--- config.mk ---
export PLATFORM = sky130hd
export DESIGN_NAME = bcd_count_ctrl
export DESIGN_NICKNAME = d
export VERILOG_FILES = /design/src/rtl/bcd_count_ctrl.sv
export SDC_FILE = /design/constraint.sdc
export NUM_CORES = 1
export LEC_CHECK = 0
export CAP_MARGIN = 20
export CORE_ASPECT_RATIO = 0.8
export CORE_MARGIN = 8
export CORE_UTILIZATION = 49
export DETAILED_ROUTE_END_ITERATION = 6
export GPL_ROUTABILITY_DRIVEN = 0
export GPL_TIMING_DRIVEN = 1
export PLACE_DENSITY = 0.86
export SETUP_SLACK_MARGIN = 0.05
export SLEW_MARGIN = 5
export SYNTH_ARGS = -nofsm -noshare
export SYNTH_HDL_FRONTEND = slang
export SYNTH_SLANG_ARGS = --single-unit
--- constraint.sdc ---
create_clock -name clk -period 2.85 [get_ports clk]
set_input_delay 0.57 -clock clk [delete_from_list [all_inputs] [get_ports clk]]
set_output_delay 0.57 -clock clk [all_outputs]
set_load 0.01 [all_outputs]
--- src/rtl/bcd_count_ctrl.sv ---
// bcd_count_ctrl: run/stop BCD event counter sequencing an external combinational incrementor.
// Optional load validation enabled by defining BCD_CNT_VALID_CHECK_EN.
module bcd_count_ctrl #(
  parameter int PRESCALE = 4
) (
  input  logic        clk,
  input  logic        rst,
  input  logic        start,
  input  logic        stop,
  input  logic        clear,
  input  logic        load,
  input  logic [11:0] load_value,
  input  logic [11:0] limit,
  output logic [11:0] bcd_inc_in,
  input  logic [11:0] bcd_inc_out,
  output logic [11:0] count,
  output logic        running,
  output logic        done,
  output logic        wrap,
  output logic        err
);
  typedef enum logic [1:0] {IDLE, RUN, DONE} state_t;
  localparam logic [15:0] PRE_MAX = 16'(PRESCALE - 1);
  state_t      state_q;
  logic [11:0] count_q;
  logic [15:0] pre_q;
  logic        wrap_q, err_q;
  logic        tick, load_ok;
  assign tick = state_q == RUN && pre_q == PRE_MAX;
`ifdef BCD_CNT_VALID_CHECK_EN
  assign load_ok = load_value[3:0] < 4'd10 && load_value[7:4] < 4'd10 && load_value[11:8] < 4'd10;
`else
  assign load_ok = 1'b1;
`endif
  always_ff @(posedge clk) begin
    if (rst) begin
      state_q <= IDLE;
      count_q <= '0;
      pre_q   <= '0;
      wrap_q  <= 1'b0;
      err_q   <= 1'b0;
    end else begin
      wrap_q <= 1'b0;
      err_q  <= 1'b0;
      if (clear) begin
        count_q <= '0;
        state_q <= IDLE;
        pre_q   <= '0;
      end else if (load) begin
        if (load_ok) begin
          count_q <= load_value;
          pre_q   <= '0;
          if (state_q != RUN) state_q <= IDLE;
        end else err_q <= 1'b1;
      end else if (stop) begin
        if (state_q == RUN) begin
          state_q <= IDLE;
          pre_q   <= '0;
        end
      end else if (start) begin
        if (state_q == IDLE) begin
          state_q <= RUN;
          pre_q   <= '0;
        end
      end else if (tick) begin
        count_q <= bcd_inc_out;
        pre_q   <= '0;
        wrap_q  <= count_q == 12'h999;
        if (bcd_inc_out == limit) state_q <= DONE;
      end else if (state_q == RUN) pre_q <= pre_q + 16'd1;
    end
  end
  assign bcd_inc_in = count_q;
  assign count      = count_q;
  assign running    = state_q == RUN;
  assign done       = state_q == DONE;
  assign wrap       = wrap_q;
  assign err        = err_q;
endmodule

After elaboration in Yosys (flattened, before gate mapping). Cells that the tools add are included.

Output and inout bits: 28. Flip-flop bits (word level): 31. Bits of input ports: 42.

Reductions and logical operators: 12. Mux-type cells: 18. Bitwise logic cells: 1. $add $sub $neg: 1. Equality and inequality tests: 13.

Operators by type and width (count): 2-to-1 mux 16 bit (6); 2-to-1 mux 12 bit (4); adder 16 x 1 -> 16 bit (second input constant) (1); == test 16 x 2 -> 1 bit (second input constant) (1); 2-to-1 mux 2 bit (8); == test 12 bit (1); == test 12 bit (second input constant) (1); != test 2 x 1 -> 1 bit (second input constant) (5); nonzero test 4 bit (2); != test 3 x 1 -> 1 bit (second input constant) (2); AND reduction 3 bit (2); OR reduction 6 bit (1); AND reduction 5 bit (1); != test 4 x 1 -> 1 bit (second input constant) (1); nonzero test 3 bit (1); OR reduction 3 bit (1); == test 2 x 1 -> 1 bit (second input constant) (1); == test 2 bit (second input constant) (1); logical NOT 2 bit (1); nonzero test 2 bit (1); OR reduction 2 bit (1); logical AND 1 bit (1); NOT 1 bit (1).

Depth between registers and ports, before layout.
Word-level depth: 6. Mapped depth: 8.

Worst setup path before layout. No wires, ideal clock.

Path type: input -> register. Start: input start. End: register count_q[10], in the netlist bcd_inc_in[10]. Stages: 7. Setup time: 133 ps. Required time: 2717 ps. Slack: 950 ps. Arrival: 1768 ps. Cell sequence: or2_1 -> clkbuf_1 -> or3_1 -> buf_6 -> buf_12 -> mux2i_1 -> a21oi_1.

Cells in the longest elaborated chain, start to end: 2.

RTL lines: start, declared (line 8) `input logic start,`; != test 2 x 1 -> 1 bit (no line); AND reduction 3 bit (no line); end signal, assigned (line 51) `count_q <= load_value;`; end signal, assigned (line 66) `count_q <= bcd_inc_out;`; end, declared (line 25) `logic [11:0] count_q;`.

No other way between the ends. A chain may end at the register's enable or synchronous reset.

Final worst setup path.
Start: input stop. End: register count_q[7], in the netlist bcd_inc_in[7].

Cells in the longest elaborated chain, start to end: 2.

RTL lines: start, declared (line 9) `input logic stop,`; != test 2 x 1 -> 1 bit (no line); AND reduction 3 bit (no line).

No other way between the ends.

==> flow_summary.toml <==
[worst_hold_path]
hp-class = "flop to flop"
holdPathEnd = "pre_q[1]$_SDFFE_PP0P_"
min_from = "pre_q[1]$_SDFFE_PP0P_"
hold_depth = 2

[run_status]
status = "finished, final reports clean"

[sta]
fin_setup_tns_ns = 0
rsz0062_at_grt = "false"
slew_viol_final = 0
hold_violations = 0
finalWorstSetupSlack_ns = 0.559
fmax_mhz = 437
worstMarginPinSlew_ns = 0.806
finalSetupViolations = 0
finalCritPeriodShare_pct = 80.4
fin_crit_ns = 2.29
skew_ns = 0.0113
hold_ws_ns = 0.492
maxSlewHeadroom_pct = 46.3

[cts]
holdBufCountCts = 0
postCtsResizedCells = 0
clockBufferDepth = 2
cts_setup_buffers = 0
clkSinkCount = 31
cts_htree_levels = 2
clock-root-buffer = "clkbuf_8"
worstSkewPairLatency_ns = 0.29
path_clk_slew_ns = 0.07
cts_tree = "done"
cts_buffers = 5

[drt]
viasPerCell = 5.63
ant_nets = 0
drt-total-wl_mm = 5.75
drc_errors = 0
wire_per_inst_um = 16.8
drt_iter0_drc = 236
drt_pre_antenna_iters = 4
vias = 1930

[global_route]
grt_pass1_wl_mm = 9.46
gr-usage-met3_pct = 4.39
gr-total-overflow = 0
grt_util_met2_pct = 30.7
grt-busiest-layer = "met2"
grt_pass1_vias = 1839
grt.met1_usage_pct = 24.3
grt_max_degree = 18
antenna_found_initial = 0
grt_usage_pct = 18.9

[power_and_ir_drop]
max-vdd-ir-drop_v = 0.000295
p_leak_uw = 0.000988
power_density_nw_per_um2 = 364

[placement]
dpl-instance-area_um2 = 2570
dpl_worst_slack_ns = 0.277
dpl.hpwl_mm = 4.38
port_buffers = 68

[critical_path]
worstSetupPathType = "input pin to flop"
rrSetupSlack_ns = 0.73
crit_arrival_ns = 2.51
end_kind = "flop"
worstPathMaxFanout = 13
regToRegEndpoint = "bcd_inc_in[7]$_SDFFE_PP0P_"
required_ns = 3.07
reg2reg_depth = 6
timing.rr.start = "pre_q[0]$_SDFFE_PP0P_"
cp-start-kind = "input pin"

[floorplan]
start_util_pct = 51.5
std_cell_rows = 20
core_area_um2 = 3830
die_y_um = 72.7
die_area_um2 = 6320
die_x_um = 86.9
pin_count = 70

[yosys]
ys_async_sr_fraction_pct = 0
yosysSeqAreaShare_pct = 31.5
syn_avg_cell_area_um2 = 8.42
netlist_area_um2 = 1970
synth_flop_cell = "dfxtp_1"
syn-num-nets = 277
ys_ff_latch = 31
synth-edff-count = 0
synthCells = 234
synth_cell_types = 49
synth_warnings = 0

[layout]
seq_area_um2 = 621
drive_gt1_share_pct = 6.94
fin_util_pct = 69.5
fillCellCount = 323
multi_input_area_um2 = 1150
stdcell_area_um2 = 2660
area_growth_pct = 35.1
antenna-diode-count = 0
fin_nets = 331

[job]
drv_cap = 0
## routing by layer
layer / routed length (um) / up-vias
met1: 2630 / 910
met4: 55 / 0
met3: 259 / 5
met5: 0 / -
li1: - / 961
met2: 2800 / 54
## critical path, cell delays in order
cell             delay (ns)
clkdlybuf4s50_1        0.47
or2_1                  0.32
or3_1                  0.72
mux2i_1                0.22
a21oi_1                0.20
## report_power, final
group / leakage (uW) / switching [uW] / internal [uW]
sequential: 0.000251 / 7.86 / 441
combinational: 0.000690 / 68.2 / 98.2
clock: 0.0000470 / 164 / 189
## registers in the layout, summed over array words and instances (netlist names)
signal	count
bcd_inc_in	12
state_q	2
wrap	1
pre_q	16
## cell usage after synthesis, types with 2 or more instances
cell	count	area (um^2)
dfxtp_1	31	621
a21oi_1	27	135
o21ai_0	17	85.1
buf_4	13	97.6
mux2i_1	13	130
nand2_1	13	48.8
nand3_1	12	60.1
nor2_1	9	33.8
nor3_1	8	40.0
xor2_1	8	70.1
nand4_1	7	43.8
clkbuf_1	6	22.5
nor4_1	6	37.5
a31oi_1	5	31.3
xnor2_1	5	43.8
a311oi_1	4	35.0
buf_2	4	20.0
and3_1	3	18.8
inv_1	3	11.3
nand2b_1	3	18.8
nand3b_1	3	22.5
nor2b_1	3	18.8
buf_6	2	22.5
nor4_4	2	42.5
nor4b_1	2	17.5
o311a_1	2	20.0
## stage by stage
step / std cells / total power (uW)
after floorplan: 234 / 526
after global placement: 336 / 621
after detailed placement: 336 / 624
after CTS: 343 / 973
after global routing: 343 / 1010
final: 343 / 969
## layout make-up
type / count / area share (%)
sequential: 31 / 23.3
clock inverter: 1 / 0.188
multi-input combinational: 173 / 43.3
tap: 55 / 2.58
clock buffer: 6 / 3.10
timing repair buffer: 73 / 27.0
inverter: 4 / 0.564
## worst max path at each step
stage / start / to / slack [ns] / cells after the start
2_1_floorplan: start / bcd_inc_in[10]$_SDFFE_PP0P_ / 0.95 / 7
3_3_place_gp: stop / bcd_inc_in[4]$_SDFFE_PP0P_ / 0.33 / 5
3_5_place_dp: stop / bcd_inc_in[9]$_SDFFE_PP0P_ / 0.28 / 5
4_1_cts: stop / bcd_inc_in[9]$_SDFFE_PP0P_ / 0.56 / 5
5_1_grt: stop / bcd_inc_in[9]$_SDFFE_PP0P_ / 0.49 / 5
6_report: stop / bcd_inc_in[7]$_SDFFE_PP0P_ / 0.56 / 5
## logic make-up (layout without fill, tap and decap cells)
family	Yosys count	count (layout)	share of synthesized area (%)
fa+ha+maj	1	1	0.635
other cells	1	1	0.190
simple gates	85	85	27.6
compound gates	60	60	17.7
xor+xnor	13	13	5.78
mux	13	13	6.60
flops	31	31	31.5
buf+inv	30	84	10.0
## cell usage in the layout, fill, tap and decap left out, drive strengths merged, types with 2 or more instances in the layout
cell type	n
a21oi	27
a311oi	4
a31oi	5
and3	3
buf	5
clkbuf	6
clkdlybuf4s50	68
clkinv	2
dfxtp	31
inv	3
mux2i	13
nand2	13
nand2b	3
nand3	12
nand3b	3
nand4	8
nor2	9
nor2b	3
nor3	9
nor4	9
nor4b	3
o21ai	17
o311a	2
or2	2
or3b	2
xnor2	5
xor2	8
No activity file was read; power rests on OpenSTA's default activity.
